--- config.mk ---
export PLATFORM = sky130hd
export DESIGN_NAME = fan_pwm_gen
export DESIGN_NICKNAME = d
export VERILOG_FILES = /design/src/rtl/fan_ctrl_pkg.sv /design/src/rtl/pwm_period_counter.sv /design/src/rtl/fan_pwm_gen.sv
export SDC_FILE = /design/constraint.sdc
export NUM_CORES = 1
export LEC_CHECK = 0
export ABC_AREA = 1
export BUFFER_PORTS_ARGS = -buffer_cell sky130_fd_sc_hd__buf_2
export CAP_MARGIN = 20
export CORE_MARGIN = 5
export CORE_UTILIZATION = 60
export DETAILED_ROUTE_END_ITERATION = 8
export PLACE_DENSITY = 0.86
export SYNTH_ARGS = -nofsm -noshare
export SYNTH_HDL_FRONTEND = slang
export SYNTH_SLANG_ARGS = --single-unit
--- constraint.sdc ---
create_clock -name clk_i -period 4.2 [get_ports clk_i]
set_clock_uncertainty 0.15 [all_clocks]
set_input_delay 0.63 -clock clk_i [delete_from_list [all_inputs] [get_ports clk_i]]
set_output_delay 0.63 -clock clk_i [all_outputs]
set_load 0.02 [all_outputs]
--- src/rtl/fan_ctrl_pkg.sv ---
// fan_ctrl_pkg
//   Shared definitions for the fan PWM generator: the fan FSM state encoding
//   and the default values of the block parameters.
package fan_ctrl_pkg;

  // Fan spin state. OFF = not driven, KICK = full-duty spin-up,
  // RUN = duty follows the PID controller.
  typedef enum logic [1:0] {
    ST_OFF  = 2'd0,
    ST_KICK = 2'd1,
    ST_RUN  = 2'd2
  } fan_state_e;

  localparam int DEF_ADC_BITWIDTH = 8;
  localparam int DEF_PWM_BITWIDTH = 8;
  localparam int DEF_KICK_PERIODS = 4;
  localparam int DEF_MIN_DUTY     = 32;

endpackage : fan_ctrl_pkg

--- src/rtl/pwm_period_counter.sv ---
// pwm_period_counter
//   Tick counter for one PWM period of 2^PWM_BITWIDTH-1 ticks. The counter
//   runs 0 .. PERIOD-1 and advances only on enabled ticks.
// Ports
//   clk_i     in   system clock
//   rstn_i    in   asynchronous active-low reset
//   clk_en_i  in   tick enable
//   cnt_o     out  current tick count
//   wrap_o    out  combinational: this edge takes the counter from PERIOD-1 to 0
//   strb_o    out  registered: high for the one clk after each wrap
module pwm_period_counter
  import fan_ctrl_pkg::*;
#(
  parameter int PWM_BITWIDTH = DEF_PWM_BITWIDTH
) (
  input  logic                    clk_i,
  input  logic                    rstn_i,
  input  logic                    clk_en_i,
  output logic [PWM_BITWIDTH-1:0] cnt_o,
  output logic                    wrap_o,
  output logic                    strb_o
);

  // PERIOD-1 = 2^N-2: all ones except the LSB.
  localparam logic [PWM_BITWIDTH-1:0] LAST_CNT = {{(PWM_BITWIDTH-1){1'b1}}, 1'b0};

  logic [PWM_BITWIDTH-1:0] cnt_q;
  logic                    strb_q;

  assign wrap_o = clk_en_i && (cnt_q == LAST_CNT);

  always_ff @(posedge clk_i or negedge rstn_i) begin
    if (!rstn_i) begin
      cnt_q  <= '0;
      strb_q <= 1'b0;
    end else begin
      strb_q <= wrap_o;
      if (clk_en_i) begin
        cnt_q <= wrap_o ? '0 : cnt_q + 1'b1;
      end
    end
  end

  assign cnt_o  = cnt_q;
  assign strb_o = strb_q;

endmodule : pwm_period_counter

--- src/rtl/fan_pwm_gen.sv ---
// fan_pwm_gen
//   PWM generator for a cooling fan driven by a PID controller output.
//   A spin-up from standstill is preceded by KICK_PERIODS periods at 100%
//   duty; afterwards the duty follows the PID value, floored at MIN_DUTY.
//   State and duty only change at period wraps, so every period is a clean
//   high-then-low pulse.
// Ports
//   clk_i          in   system clock
//   rstn_i         in   asynchronous active-low reset
//   clk_en_PWM_i   in   tick enable for the period counter
//   enable_i       in   fan enable; low forces OFF at the next wrap
//   PID_value_i    in   signed PID output, ADC_BITWIDTH+1 bits
//   pwm_o          out  registered PWM drive
//   period_STRB_o  out  one-clk strobe after each wrap (PID clock enable)
//   duty_o         out  applied duty
//   kick_active_o  out  high while in KICK
//   fsm_state_o    out  raw FSM state (fan_state_e encoding) for debug
module fan_pwm_gen
  import fan_ctrl_pkg::*;
#(
  parameter int ADC_BITWIDTH = DEF_ADC_BITWIDTH,
  parameter int PWM_BITWIDTH = DEF_PWM_BITWIDTH,
  parameter int KICK_PERIODS = DEF_KICK_PERIODS,
  parameter int MIN_DUTY     = DEF_MIN_DUTY
) (
  input  logic                    clk_i,
  input  logic                    rstn_i,
  input  logic                    clk_en_PWM_i,
  input  logic                    enable_i,
  input  logic [ADC_BITWIDTH:0]   PID_value_i,
  output logic                    pwm_o,
  output logic                    period_STRB_o,
  output logic [PWM_BITWIDTH-1:0] duty_o,
  output logic                    kick_active_o,
  output logic [1:0]              fsm_state_o
);

  localparam int KW = $clog2(KICK_PERIODS + 1);
  localparam logic [KW-1:0]           KICK_INIT = KW'(KICK_PERIODS);
  localparam logic [KW-1:0]           KICK_LAST = KW'(1);
  // PERIOD = 2^N-1 is all ones: cnt never reaches it, so pwm stays high.
  localparam logic [PWM_BITWIDTH-1:0] FULL_DUTY = '1;
  localparam logic [PWM_BITWIDTH-1:0] MIN_D     = PWM_BITWIDTH'(MIN_DUTY);

  logic [PWM_BITWIDTH-1:0] cnt;
  logic                    wrap;

  pwm_period_counter #(
    .PWM_BITWIDTH (PWM_BITWIDTH)
  ) u_period (
    .clk_i    (clk_i),
    .rstn_i   (rstn_i),
    .clk_en_i (clk_en_PWM_i),
    .cnt_o    (cnt),
    .wrap_o   (wrap),
    .strb_o   (period_STRB_o)
  );

  // Target duty from the PID value. The magnitude is zero-extended then
  // cut to PWM_BITWIDTH, which works for either width ordering.
  logic [ADC_BITWIDTH+PWM_BITWIDTH-1:0] mag_wide;
  logic [PWM_BITWIDTH-1:0]              mag;
  logic                                 pid_pos;
  logic [PWM_BITWIDTH-1:0]              target;

  assign mag_wide = {{PWM_BITWIDTH{1'b0}}, PID_value_i[ADC_BITWIDTH-1:0]};
  assign mag      = mag_wide[PWM_BITWIDTH-1:0];
  assign pid_pos  = !PID_value_i[ADC_BITWIDTH] && (PID_value_i[ADC_BITWIDTH-1:0] != '0);

  always_comb begin
    target = '0;
    if (pid_pos && (mag != '0)) begin
      target = (mag < MIN_D) ? MIN_D : mag;
    end
  end

  fan_state_e              state_q;
  logic [KW-1:0]           kick_cnt_q;
  logic [PWM_BITWIDTH-1:0] duty_q;
  logic                    pwm_q;

  always_ff @(posedge clk_i or negedge rstn_i) begin
    if (!rstn_i) begin
      state_q    <= ST_OFF;
      kick_cnt_q <= '0;
      duty_q     <= '0;
      pwm_q      <= 1'b0;
    end else begin
      pwm_q <= (cnt < duty_q);
      if (wrap) begin
        if (!enable_i) begin
          // Disable wins over every other transition.
          state_q    <= ST_OFF;
          kick_cnt_q <= '0;
          duty_q     <= '0;
        end else begin
          case (state_q)
            ST_OFF: begin
              if (target != '0) begin
                state_q    <= ST_KICK;
                kick_cnt_q <= KICK_INIT;
                duty_q     <= FULL_DUTY;
              end else begin
                duty_q <= '0;
              end
            end
            ST_KICK: begin
              if (target == '0) begin
                state_q    <= ST_OFF;
                kick_cnt_q <= '0;
                duty_q     <= '0;
              end else if (kick_cnt_q == KICK_LAST) begin
                state_q    <= ST_RUN;
                kick_cnt_q <= '0;
                duty_q     <= target;
              end else begin
                kick_cnt_q <= kick_cnt_q - 1'b1;
                duty_q     <= FULL_DUTY;
              end
            end
            ST_RUN: begin
              if (target == '0) begin
                state_q <= ST_OFF;
                duty_q  <= '0;
              end else begin
                duty_q <= target;
              end
            end
            default: begin
              state_q    <= ST_OFF;
              kick_cnt_q <= '0;
              duty_q     <= '0;
            end
          endcase
        end
      end
    end
  end

  assign pwm_o         = pwm_q;
  assign duty_o        = duty_q;
  assign kick_active_o = (state_q == ST_KICK);
  assign fsm_state_o   = state_q;

endmodule : fan_pwm_gen

---- Word-level counts from Yosys, hierarchy flattened ----
Index checks and enable logic that the tools add are counted.
W data, S select, Z words.
cells by class
  equal/unequal tests ..................... 8
  reduce and logical (&&, ||, !) cells .... 10
  $lt $le $gt $ge ......................... 2
  mux-type cells .......................... 20
  add/subtract/negate cells ............... 2
operators by type and width
  cell                   number
  $mux W8                8
  $pmux W8 S3            1
  $reduce_bool A8 Y1     2
  $mux W3                4
  $mux W2                5
  $pmux W3 S3            1
  $add A8 B1 Y8 const B  1
  $eq A8 B8 Y1 const B   1
  $logic_not A8 Y1       1
  $lt A8 B6 Y1 const B   1
  $lt A8 B8 Y1           1
  $ne A3 B3 Y1 const B   2
  $pmux W2 S3            1
  $ne A4 B2 Y1 const B   1
  $reduce_and A4 Y1      1
  $eq A3 B1 Y1 const B   1
  $logic_and A1 B1 Y1    3
  $reduce_and A3 Y1      1
  $sub A3 B1 Y3 const B  1
  $eq A2 B1 Y1 const B   1
  $eq A2 B2 Y1 const B   1
  $logic_not A2 Y1       1
  $ne A2 B2 Y1 const B   1
  $logic_not A1 Y1       1
word-level totals
  register bits ........................... 23
  output and inout bits ................... 13

---- Depth between registers and ports, before layout ----
Gate-level depths: netlist (run 1).
  depth after elaboration ................. 8
  mapped depth ............................ 10
  mapped depth without buffers ............ 10

---- By module ----
A second synthesis (run 1) with hierarchy kept.
second synthesis, totals
  cells, all modules ...................... 205
  area, all modules ....................... 1,580.3 sq um
by module, submodules not included
  module              seq. area each (sq um)  cells each  times used  area each (sq um)
  fan_pwm_gen         350.3                   142         1           1,071.0
  pwm_period_counter  225.2                   63          1           509.2

---- Least setup slack after synthesis (run 1) ----
Ideal clock, no wire load.
  kind .................................... register to output
  start point ............................. register state_q[1], in the netlist fsm_state_o[1]
  end point ............................... output port kick_active_o
  cell stages (with the launch flop) ...... 5
  arrival ................................. 0.954 ns
  path buffers ............................ 1
  required time ........................... 3.420 ns
  slack ................................... 2.466 ns
  path through ............................ dfrtp_1 -> buf_6 -> inv_1 -> nand2_1 -> inv_1
between the ends
  longest elaborated chain between the ends .. 1
ends and longest elaborated chain
  item                    line                text
  from (decl)             fan_pwm_gen.sv:77   fan_state_e state_q;
  from (signal assigned)  fan_pwm_gen.sv:84   state_q <= ST_OFF;
  from (signal assigned)  fan_pwm_gen.sv:93   state_q <= ST_OFF;
  from (signal assigned)  fan_pwm_gen.sv:100  state_q <= ST_KICK;
  $eq A2 B1 Y1            fan_pwm_gen.sv:142  assign kick_active_o = (state_q == ST_KICK);
  to (decl)               fan_pwm_gen.sv:34   output logic kick_active_o,
No other way between the ends.

---- Worst setup path after layout (run 1) ----
Same ends and word-level chain as after synthesis.

==> results of run 1 <==
## stage by stage
stage,hold slack [ps],util,area (um^2),std cells,setup slack (ps)
finish,128,0.706,1760,287,2090
global placement,328,0.695,1740,283,2340
CTS,144,0.706,1760,287,2090
detailed placement,334,0.695,1740,283,2300
floorplan,184,-,1590,230,2470
global route,155,0.706,1760,287,1970
## how the worst min path moves through the flow
stage          cells after the start                         to                 startpoint  slack (ps)
6_report                           1            pwm_o$_DFF_PN0_                     rstn_i         130
5_1_grt                            1      duty_o[3]$_DFFE_PN0P_                     rstn_i         160
4_1_cts                            1      duty_o[3]$_DFFE_PN0P_                     rstn_i         140
3_3_place_gp                       2  kick_cnt_q[1]$_DFFE_PN0P_  kick_cnt_q[1]$_DFFE_PN0P_         330
3_5_place_dp                       2  kick_cnt_q[1]$_DFFE_PN0P_  kick_cnt_q[1]$_DFFE_PN0P_         330
2_1_floorplan                      0      duty_o[0]$_DFFE_PN0P_                     rstn_i         180
## worst max-delay path: cells and delay by family, from the launching register on
family	cells	cell delay (ps)
flops	1	540
simple gates	1	130
buf+inv	3	350
## state kept, by name (all words and copies together) (netlist names)
name	count
duty_o	8
fsm_state_o	2
kick_cnt_q	3
pwm_o	1
u_period.cnt_o	8
u_period.strb_o	1
## cell type report
| type | count | area [um^2] | share of cell area |
|---|---|---|---|
| clock buffers | 4 | 26.3 | 0.0149 |
| inverters | 35 | 131 | 0.0745 |
| multi-input cells | 170 | 868 | 0.492 |
| flip-flops and latches | 23 | 576 | 0.326 |
| well taps | 30 | 37.5 | 0.0213 |
| repair buffers | 25 | 125 | 0.0709 |
## layer usage
| layer | global-route usage | share of wire |
|---|---|---|
| met5 | 0 | 0 |
| met2 | 0.332 | 0.47 |
| met1 | 0.254 | 0.48 |
| met3 | 0.0273 | 0.040 |
| met4 | 0.0727 | 0.010 |
## cell usage in the layout (no fill, tap or decap), drive strengths merged, types with 4 or more instances in the layout
master  synthesis  routed
nor2           24      24
inv            35      35
nor3            6       6
o21ai          13      13
nand3           6       6
dfrtp          23      23
nand2          86      86
a21oi          13      13
nand4           4       4
clkbuf          0       4
buf             2      25
ha             11      11
## cell families (layout without fill, tap and decap cells)
| group | after synthesis | after routing | share of synthesized area |
|---|---|---|---|
| buffers and inverters | 37 | 64 | 0.0928 |
| flip-flops | 23 | 23 | 0.362 |
| AND/OR/NAND/NOR | 129 | 129 | 0.358 |
| adder cells (fa/ha/maj) | 11 | 11 | 0.0865 |
| AO/OA/AOI/OAI | 29 | 29 | 0.0959 |
| XOR/XNOR | 1 | 1 | 0.00550 |
## synthesized netlist by cell type, types with 2 or more instances
cell	instances	share of area
nand2_2	4	0.016
nor2_2	8	0.031
nor2_1	16	0.038
dfrtp_1	23	0.36
nand2_1	82	0.19
a21oi_1	13	0.041
o21ai_0	7	0.022
nor3_1	5	0.016
o21ai_1	6	0.019
inv_2	2	0.0047
nand4_1	3	0.012
nand3_1	5	0.016
o21bai_1	2	0.0094
ha_1	11	0.086
inv_1	33	0.078
## power by group through the flow
stage / registers [mW] / logic [mW] / clock network [mW]
global placement: 0.325 / 0.255 / 0
CTS: 0.322 / 0.266 / 0.105
floorplan: 0.322 / 0.196 / 0
finish: 0.322 / 0.265 / 0.102
detailed placement: 0.327 / 0.265 / 0
global route: 0.331 / 0.307 / 0.116
==> metrics.yaml, run 1 <==
status: "finished, final reports clean"
cp.arrival_ps: 1330
track_usage: 0.196
clk_path_buf_depth: 2
fmax_mhz: 474
hold_viol_final: 0
leakage_nw: 0.978
die_w_um: 61.5
cts_buffers: 3
drt_pass1_iterations: 4
start_util: 0.637
drive_gt1_frac: 0.179
post_cts_resized: 0
worstSetupPathType: "register to primary output"
rsz0062_at_grt: "false"
cts_max_level: 1
clock_latency_ps: 300
path_cells: "inv_1, nand2_1, inv_1, buf_2"
postSynthNetCount: 254
grt_first_pass_wirelength_mm: 5.53
synth_cell_type_count: 25
cap_violations: 0
core_area_mm2: 0.00250
ys_ff_latch: 23
setup_viol: 0
ir_worst_vdd_mv: 0.253
wl_mm: 3.28
vias_per_cell: 5.06
cts_tree: "built"
design.die.area_mm2: 0.00378
min_path_type: "input port to async pin"
netlist_instances: 230
cts.clk_slew.worst_paths_ps: 130
intPower_mw: 0.401
reg2reg_depth: 8
worst_pin_slew_ps: 523
regToRegStartpoint: "u_period.cnt_o[0]$_DFFE_PN0P_"
powerDensity_mw_per_mm2: 391
final_antenna_net_count: 0
antenna_found_initial: 0
top_level_ports: 26
grt_max_degree: 24
path_max_fanout: 10
postCtsSetupBuffers: 0
swShare: 0.418
setup_tns_ps: 0
endpoint: "kick_active_o"
synth-edff-count: 0
p_comb_frac: 0.384
nets: 282
first_global_vias: 1288
clkPwrFrac: 0.149
vias: 1451
die_h_um: 61.5
synth.yosys.seq_area_share: 0.362
portBuffers: 25
fillers: 220
grt_overflow_total: 0
drtIter0Drc: 64
worstPathRequired_ps: 3420
syn_area_mm2: 0.00159
synth_ff_type: "dfrtp_1"
cts_sinks: 23
cp_slowest_stage_delay_ps: 540
critPathMostFrequentCell: "inv_1"
cp_slowest_cell: "dfrtp_1"
hold_buffers: 0
diodes: 0
rows: 18
place_hpwl_mm: 2.60
reg2reg_to: "duty_o[6]$_DFFE_PN0P_"
period_needed_ps: 2110
ys.warnings.count: 0
switchingPower_mw: 0.288
gp_congestion: 0.907
reg2reg_slack_ps: 2410
relSlewSlack: 0.651
areaGrowthSynthToFinish_pct: 10.8
ctsRootBufferMaster: "clkbuf_4"
finalMaxSlewViolations: 0
synth_area_per_cell_um2: 6.92
drc: 0
worstSetupStartpointType: "register"
finalPower_mw: 0.689
period_share: 0.502
routedWlPerCell_um: 11.4
worstSetupStartpoint: "fsm_state_o[1]$_DFFE_PN0P_"
end_kind: "primary output"
synthArstFlopShare: 1.00
power_frac_seq: 0.468
No activity file was read; power rests on OpenSTA's default activity.
==> run 2, diff against run 1 <==
--- a/config.mk
+++ b/config.mk
@@ -9,9 +9,9 @@
 export BUFFER_PORTS_ARGS = -buffer_cell sky130_fd_sc_hd__buf_2
 export CAP_MARGIN = 20
 export CORE_MARGIN = 5
-export CORE_UTILIZATION = 60
+export CORE_UTILIZATION = 56
 export DETAILED_ROUTE_END_ITERATION = 8
-export PLACE_DENSITY = 0.86
+export PLACE_DENSITY = 0.81
 export SYNTH_ARGS = -nofsm -noshare
 export SYNTH_HDL_FRONTEND = slang
 export SYNTH_SLANG_ARGS = --single-unit
==> constraint.sdc (replaced) <==
create_clock -name clk_i -period 2.2 [get_ports clk_i]
set_clock_uncertainty 0.15 [all_clocks]
set_input_delay 0.33 -clock clk_i [delete_from_list [all_inputs] [get_ports clk_i]]
set_output_delay 0.33 -clock clk_i [all_outputs]
set_load 0.02 [all_outputs]
==> run 2 against run 1 <==
Sequential cell count did not move. Cell count rose by 0.70%. Non-clock buffer count rose by 1. Sequential power rose by 90%. Routed wire length fell by 2.1%. Critical path type unchanged. Power rose by 90%. Global-route usage fell by 2.9 points. Die area rose by 6.0%. Largest cell class unchanged.
==> metrics.yaml, run 2 (synthesis gave the netlist of run 1 again) <==
cp_slowest_stage_delay_ps: 490
die_h_um: 63.3
top_level_ports: 26
switchingPower_mw: 0.545
drc: 0
end_kind: "primary output"
worstSetupPathType: "register to primary output"
start_util: 0.582
design.die.area_mm2: 0.00401
worst_pin_slew_ps: 521
first_global_vias: 1319
rsz0062_at_grt: "false"
worstSetupStartpointType: "register"
die_w_um: 63.3
finalPower_mw: 1.31
drive_gt1_frac: 0.178
drt_pass1_iterations: 6
cts_tree: "built"
worstSetupStartpoint: "fsm_state_o[1]$_DFFE_PN0P_"
design_area_mm2: 0.00178
post_cts_resized: 0
status: "finished, final reports clean"
grt_overflow_total: 0
cap_violations: 0
intPower_mw: 0.765
cts.clk_slew.worst_paths_ps: 130
hold_start: "enable_i"
post_dp_cell_area_mm2: 0.00174
min_path_type: "input port to register"
rows: 19
vias: 1464
final_cells: 289
fmax_mhz: 555
crit_family: "flip-flops"
grt_max_degree: 24
cts_max_level: 1
ir_worst_vdd_mv: 0.521
portBuffers: 25
power_frac_seq: 0.467
dp.cells: 284
wl_mm: 3.21
vias_per_cell: 5.07
clock_latency_ps: 320
hold_buffers: 1
drtIter0Drc: 89
cts_buffers: 3
period_needed_ps: 1800
postCtsSetupBuffers: 0
areaGrowthSynthToFinish_pct: 11.6
cp.arrival_ps: 1320
finalMaxSlewViolations: 0
setup_tns_ps: 0
grt_first_pass_wirelength_mm: 5.44
gp_congestion: 0.927
p_comb_frac: 0.380
hold_viol_final: 0
antenna_found_initial: 0
place_hpwl_mm: 2.61
ctsRootBufferMaster: "clkbuf_4"
cts_sinks: 23
clkPwrFrac: 0.153
mostFrequentLayoutCells: "82 x nand2_1, 33 x inv_1, 25 x buf_2"
cp_slowest_cell: "dfrtp_1"
final_common_cell: "nand2_1"
path_cells: "inv_1, nand2_1, inv_1, buf_2"
core_area_mm2: 0.00273
diodes: 0
clk_path_buf_depth: 2
worstPathRequired_ps: 1720
crit_buf_inv: 3
track_usage: 0.167
final_antenna_net_count: 0
path_max_fanout: 10
relSlewSlack: 0.653
powerDensity_mw_per_mm2: 738
setup_viol: 0
period_share: 0.819
critPathMostFrequentCell: "inv_1"
leakage_nw: 0.982
nets: 283
swShare: 0.416
regToRegStartpoint: "u_period.cnt_o[0]$_DFFE_PN0P_"
routedWlPerCell_um: 11.1
-- run 2: final timing paths --
| kind | end | slack (ps) | depth (start not counted) |
|---|---|---|---|
| max in group asynchronous | duty_o[7]$_DFFE_PN0P_ | 1190 | 2 |
| setup reg to reg | duty_o[5]$_DFFE_PN0P_ | 430 | 8 |
| setup / recovery | kick_active_o | 400 | 4 |
| min in group asynchronous | u_period.cnt_o[5]$_DFFE_PN0P_ | 350 | 2 |
| hold / removal | kick_cnt_q[1]$_DFFE_PN0P_ | 160 | 3 |
| hold reg to reg | kick_cnt_q[1]$_DFFE_PN0P_ | 360 | 2 |
-- run 2: stage by stage --
step	util	worst slack, ps	hold WS [ps]
6_report	0.649	398	160
5_1_grt	0.649	237	166
4_1_cts	0.649	395	151
3_5_place_dp	0.636	465	178
3_3_place_gp	0.636	518	191
2_1_floorplan	-	696	-116
-- run 2: tightest hold or removal path, delay by kind of cell --
kind	cells	cell delay (ps)
buffers and inverters	1	140
AOI/OAI and AO/OA	1	50
and+or+nand+nor	1	80
-- run 2: layout make-up --
type                            count  area (um^2)
Clock buffer                        4         26.3
Tap cell                           31         38.8
Multi-Input combinational cell    170          868
Fill cell                         256          958
Timing Repair Buffer               26          135
Inverter                           35          131
Sequential cell                    23          576
-- run 2: power groups by stage --
stage / Combinational [mW] / Clock [mW] / Sequential, mW
finish: 0.498 / 0.201 / 0.611
global route: 0.584 / 0.221 / 0.631
CTS: 0.505 / 0.206 / 0.613
detailed placement: 0.501 / 0 / 0.620
global placement: 0.488 / 0 / 0.619
floorplan: 0.374 / 0 / 0.615
-- run 2: metal layers --
metal  vias up  share of wire  global-route usage
met5         -              0                   0
met4         0          0.020              0.0727
met3         6          0.052              0.0249
met2        38           0.46               0.273
met1       642           0.47               0.218
li1        778              -                   -
==> run 3, diff against run 2 <==
--- a/config.mk
+++ b/config.mk
@@ -5,13 +5,13 @@
 export SDC_FILE = /design/constraint.sdc
 export NUM_CORES = 1
 export LEC_CHECK = 0
-export ABC_AREA = 1
+export ABC_AREA = 0
 export BUFFER_PORTS_ARGS = -buffer_cell sky130_fd_sc_hd__buf_2
 export CAP_MARGIN = 20
 export CORE_MARGIN = 5
-export CORE_UTILIZATION = 56
+export CORE_UTILIZATION = 54
 export DETAILED_ROUTE_END_ITERATION = 8
-export PLACE_DENSITY = 0.81
+export PLACE_DENSITY = 0.8
 export SYNTH_ARGS = -nofsm -noshare
 export SYNTH_HDL_FRONTEND = slang
 export SYNTH_SLANG_ARGS = --single-unit
==> constraint.sdc (replaced) <==
create_clock -name clk_i -period 1.8 [get_ports clk_i]
set_clock_uncertainty 0.15 [all_clocks]
set_input_delay 0.27 -clock clk_i [delete_from_list [all_inputs] [get_ports clk_i]]
set_output_delay 0.27 -clock clk_i [all_outputs]
set_load 0.02 [all_outputs]
==> run 3 against run 2 <==
Synthesized cell count decreased by 35%. Combinational power rose by 15%. Critical path type is now register to register. Cell count decreased by 23%. Global-route usage rose by 5.1 points. Area after synthesis down 12%.
==> metrics.yaml, run 3 <==
finalMaxSlewViolations: 0
status: "finished, final reports clean"
synth_top_cells_by_area: "dfrtp_1 41%, ha_1 9.8%, a22o_1 5.0%, o21ai_0 4.3%, nor2_1 3.5%"
start_util: 0.566
holdPathStages: 3
clock_latency_ps: 300
ir_worst_vdd_mv: 0.697
yosysMostFrequentCell: "dfrtp_1"
end_kind: "register"
worstSetupPathType: "register to register"
cts_sinks: 23
cp_num_cells: 6
synthArstFlopShare: 1.00
core_area_mm2: 0.00248
cts.clk_slew.worst_paths_ps: 120
reg2reg_depth: 6
drt_pass1_iterations: 4
reg2reg_to: "pwm_o$_DFF_PN0_"
vias_per_cell: 5.98
min_path_type: "input port to register"
cp_slowest_stage_delay_ps: 420
final_antenna_net_count: 0
portBuffers: 25
synth_area_per_cell_um2: 9.41
final_common_cell: "buf_2"
endpoint: "pwm_o$_DFF_PN0_"
syn_area_mm2: 0.00140
powerDensity_mw_per_mm2: 831
clk_path_buf_depth: 2
synth_ff_type: "dfrtp_1"
routedWlPerCell_um: 16.6
grt_overflow_total: 0
die_h_um: 61.0
regToRegStartpoint: "duty_o[4]$_DFFE_PN0P_"
crit_buf_inv: 1
rsz0062_at_grt: "true"
synth_cell_type_count: 41
postSynthNetCount: 173
path_cells: "inv_1, ha_4, a21o_1, a2111oi_2, o21ai_1, o21ai_1"
design.die.area_mm2: 0.00372
track_usage: 0.218
areaGrowthSynthToFinish_pct: 26.5
gp_congestion: 0.869
cts_tree: "built"
path_max_fanout: 3
fmax_mhz: 556
fin_util: 0.716
timing.hold.ws_ps: 145
ctsRootBufferMaster: "clkbuf_4"
worst_pin_slew_ps: 523
worstPathRequired_ps: 1880
finalPower_mw: 1.47
synth_top_area_frac: 0.410
worstSetupStartpoint: "duty_o[4]$_DFFE_PN0P_"
first_global_vias: 1311
drc: 0
grt_first_pass_wirelength_mm: 5.93
cp_slowest_cell: "dfrtp_1"
nets: 217
top_level_ports: 26
drive_gt1_frac: 0.359
vias: 1328
mostFrequentLayoutCells: "25 x buf_2, 21 x dfrtp_1, 18 x buf_4"
netlist_instances: 149
die_w_um: 61.0
drtIter0Drc: 101
leakage_nw: 0.831
synthTopCellsByCount: "23 x dfrtp_1, 13 x nor2_1, 12 x inv_1, 12 x o21ai_0, 11 x ha_1"
cp.arrival_ps: 1870
fillers: 200
crit_family: "compound AO/OA/AOI/OAI gates"
synth.yosys.seq_area_share: 0.410
period_needed_ps: 1800
worstSetupStartpointType: "register"
relSlewSlack: 0.651
cts_buffers: 3
yosysTopAreaCell: "dfrtp_1"
ys.warnings.count: 0
critPathMostFrequentCell: "o21ai_1"
cts_max_level: 1
hold_viol_final: 0
diodes: 0
period_share: 0.999
synth-edff-count: 0
cap_violations: 0
setup_viol: 0
rows: 18
ys_ff_latch: 23
place_hpwl_mm: 2.84
reg2reg_slack_ps: 3
antenna_found_initial: 0
wl_mm: 3.69
grt_max_degree: 24
-- run 3: cells by family after synthesis --
group,count (synthesis),synth area share
buffers and inverters,18,0.0580
XOR/XNOR,3,0.0187
AND/OR/NAND/NOR,48,0.185
AO/OA/AOI/OAI,44,0.215
adder cells (fa/ha/maj),11,0.0981
flip-flops,23,0.410
multiplexers,2,0.0152
-- run 3: layout make-up --
cell class	instances	area [um^2]	share of cell area
sequential	23	578	0.326
inverter	13	48.8	0.0275
timing repair buffer	44	270	0.152
clock buffer	4	26.3	0.0148
multi-input combinational	108	813	0.458
tap	30	37.5	0.0212
-- run 3: worst reg2reg max path, cell delays in order (launching register included) --
cell	delay, ps
dfrtp_1	420
inv_1	120
ha_4	220
a21o_1	190
a2111oi_2	370
o21ai_1	150
o21ai_1	110
-- run 3: worst min path at each step --
stage                 start                       endpoint  slack, ps
3_5_place_dp         rstn_i  u_period.cnt_o[6]$_DFFE_PN0P_        120
2_1_floorplan        rstn_i          duty_o[0]$_DFFE_PN0P_       -180
4_1_cts        clk_en_PWM_i  u_period.cnt_o[0]$_DFFE_PN0P_        140
3_3_place_gp         rstn_i                pwm_o$_DFF_PN0_        110
5_1_grt        clk_en_PWM_i  u_period.cnt_o[0]$_DFFE_PN0P_        130
6_report       clk_en_PWM_i  u_period.cnt_o[0]$_DFFE_PN0P_        150
-- run 3: per-layer routing --
layer  share of wire  up-vias  track usage
met2            0.54       43        0.417
li1                -      631            -
met3           0.045        8       0.0277
met1            0.40      646        0.246
met4           0.018        0       0.0743
met5               0        -            0
-- run 3: report_power, final --
part           switching (mW)  internal, mW
Sequential             0.0747         0.595
Clock                   0.144        0.0862
Combinational           0.295         0.279
-- run 3: metrics by stage --
| stage | std cells | area [um^2] | setup slack (ps) | setup TNS (ps) |
|---|---|---|---|---|
| global placement | 211 | 1620 | 19.6 | 0 |
| detailed placement | 211 | 1620 | -72.1 | -171 |
| finish | 222 | 1770 | 2.65 | 0 |
| CTS | 216 | 1690 | 3.10 | 0 |
| global route | 222 | 1770 | -68.7 | -103 |
| floorplan | 149 | 1400 | 3.12 | 0 |
-- run 3: what timing repair did --
action	CTS	global route
pin swaps	1	2
endpoints found under the hold margin	23	0
setup endpoints to repair	5	14
resized for setup	8	10
buffers inserted	0	6
hold buffers	1	0
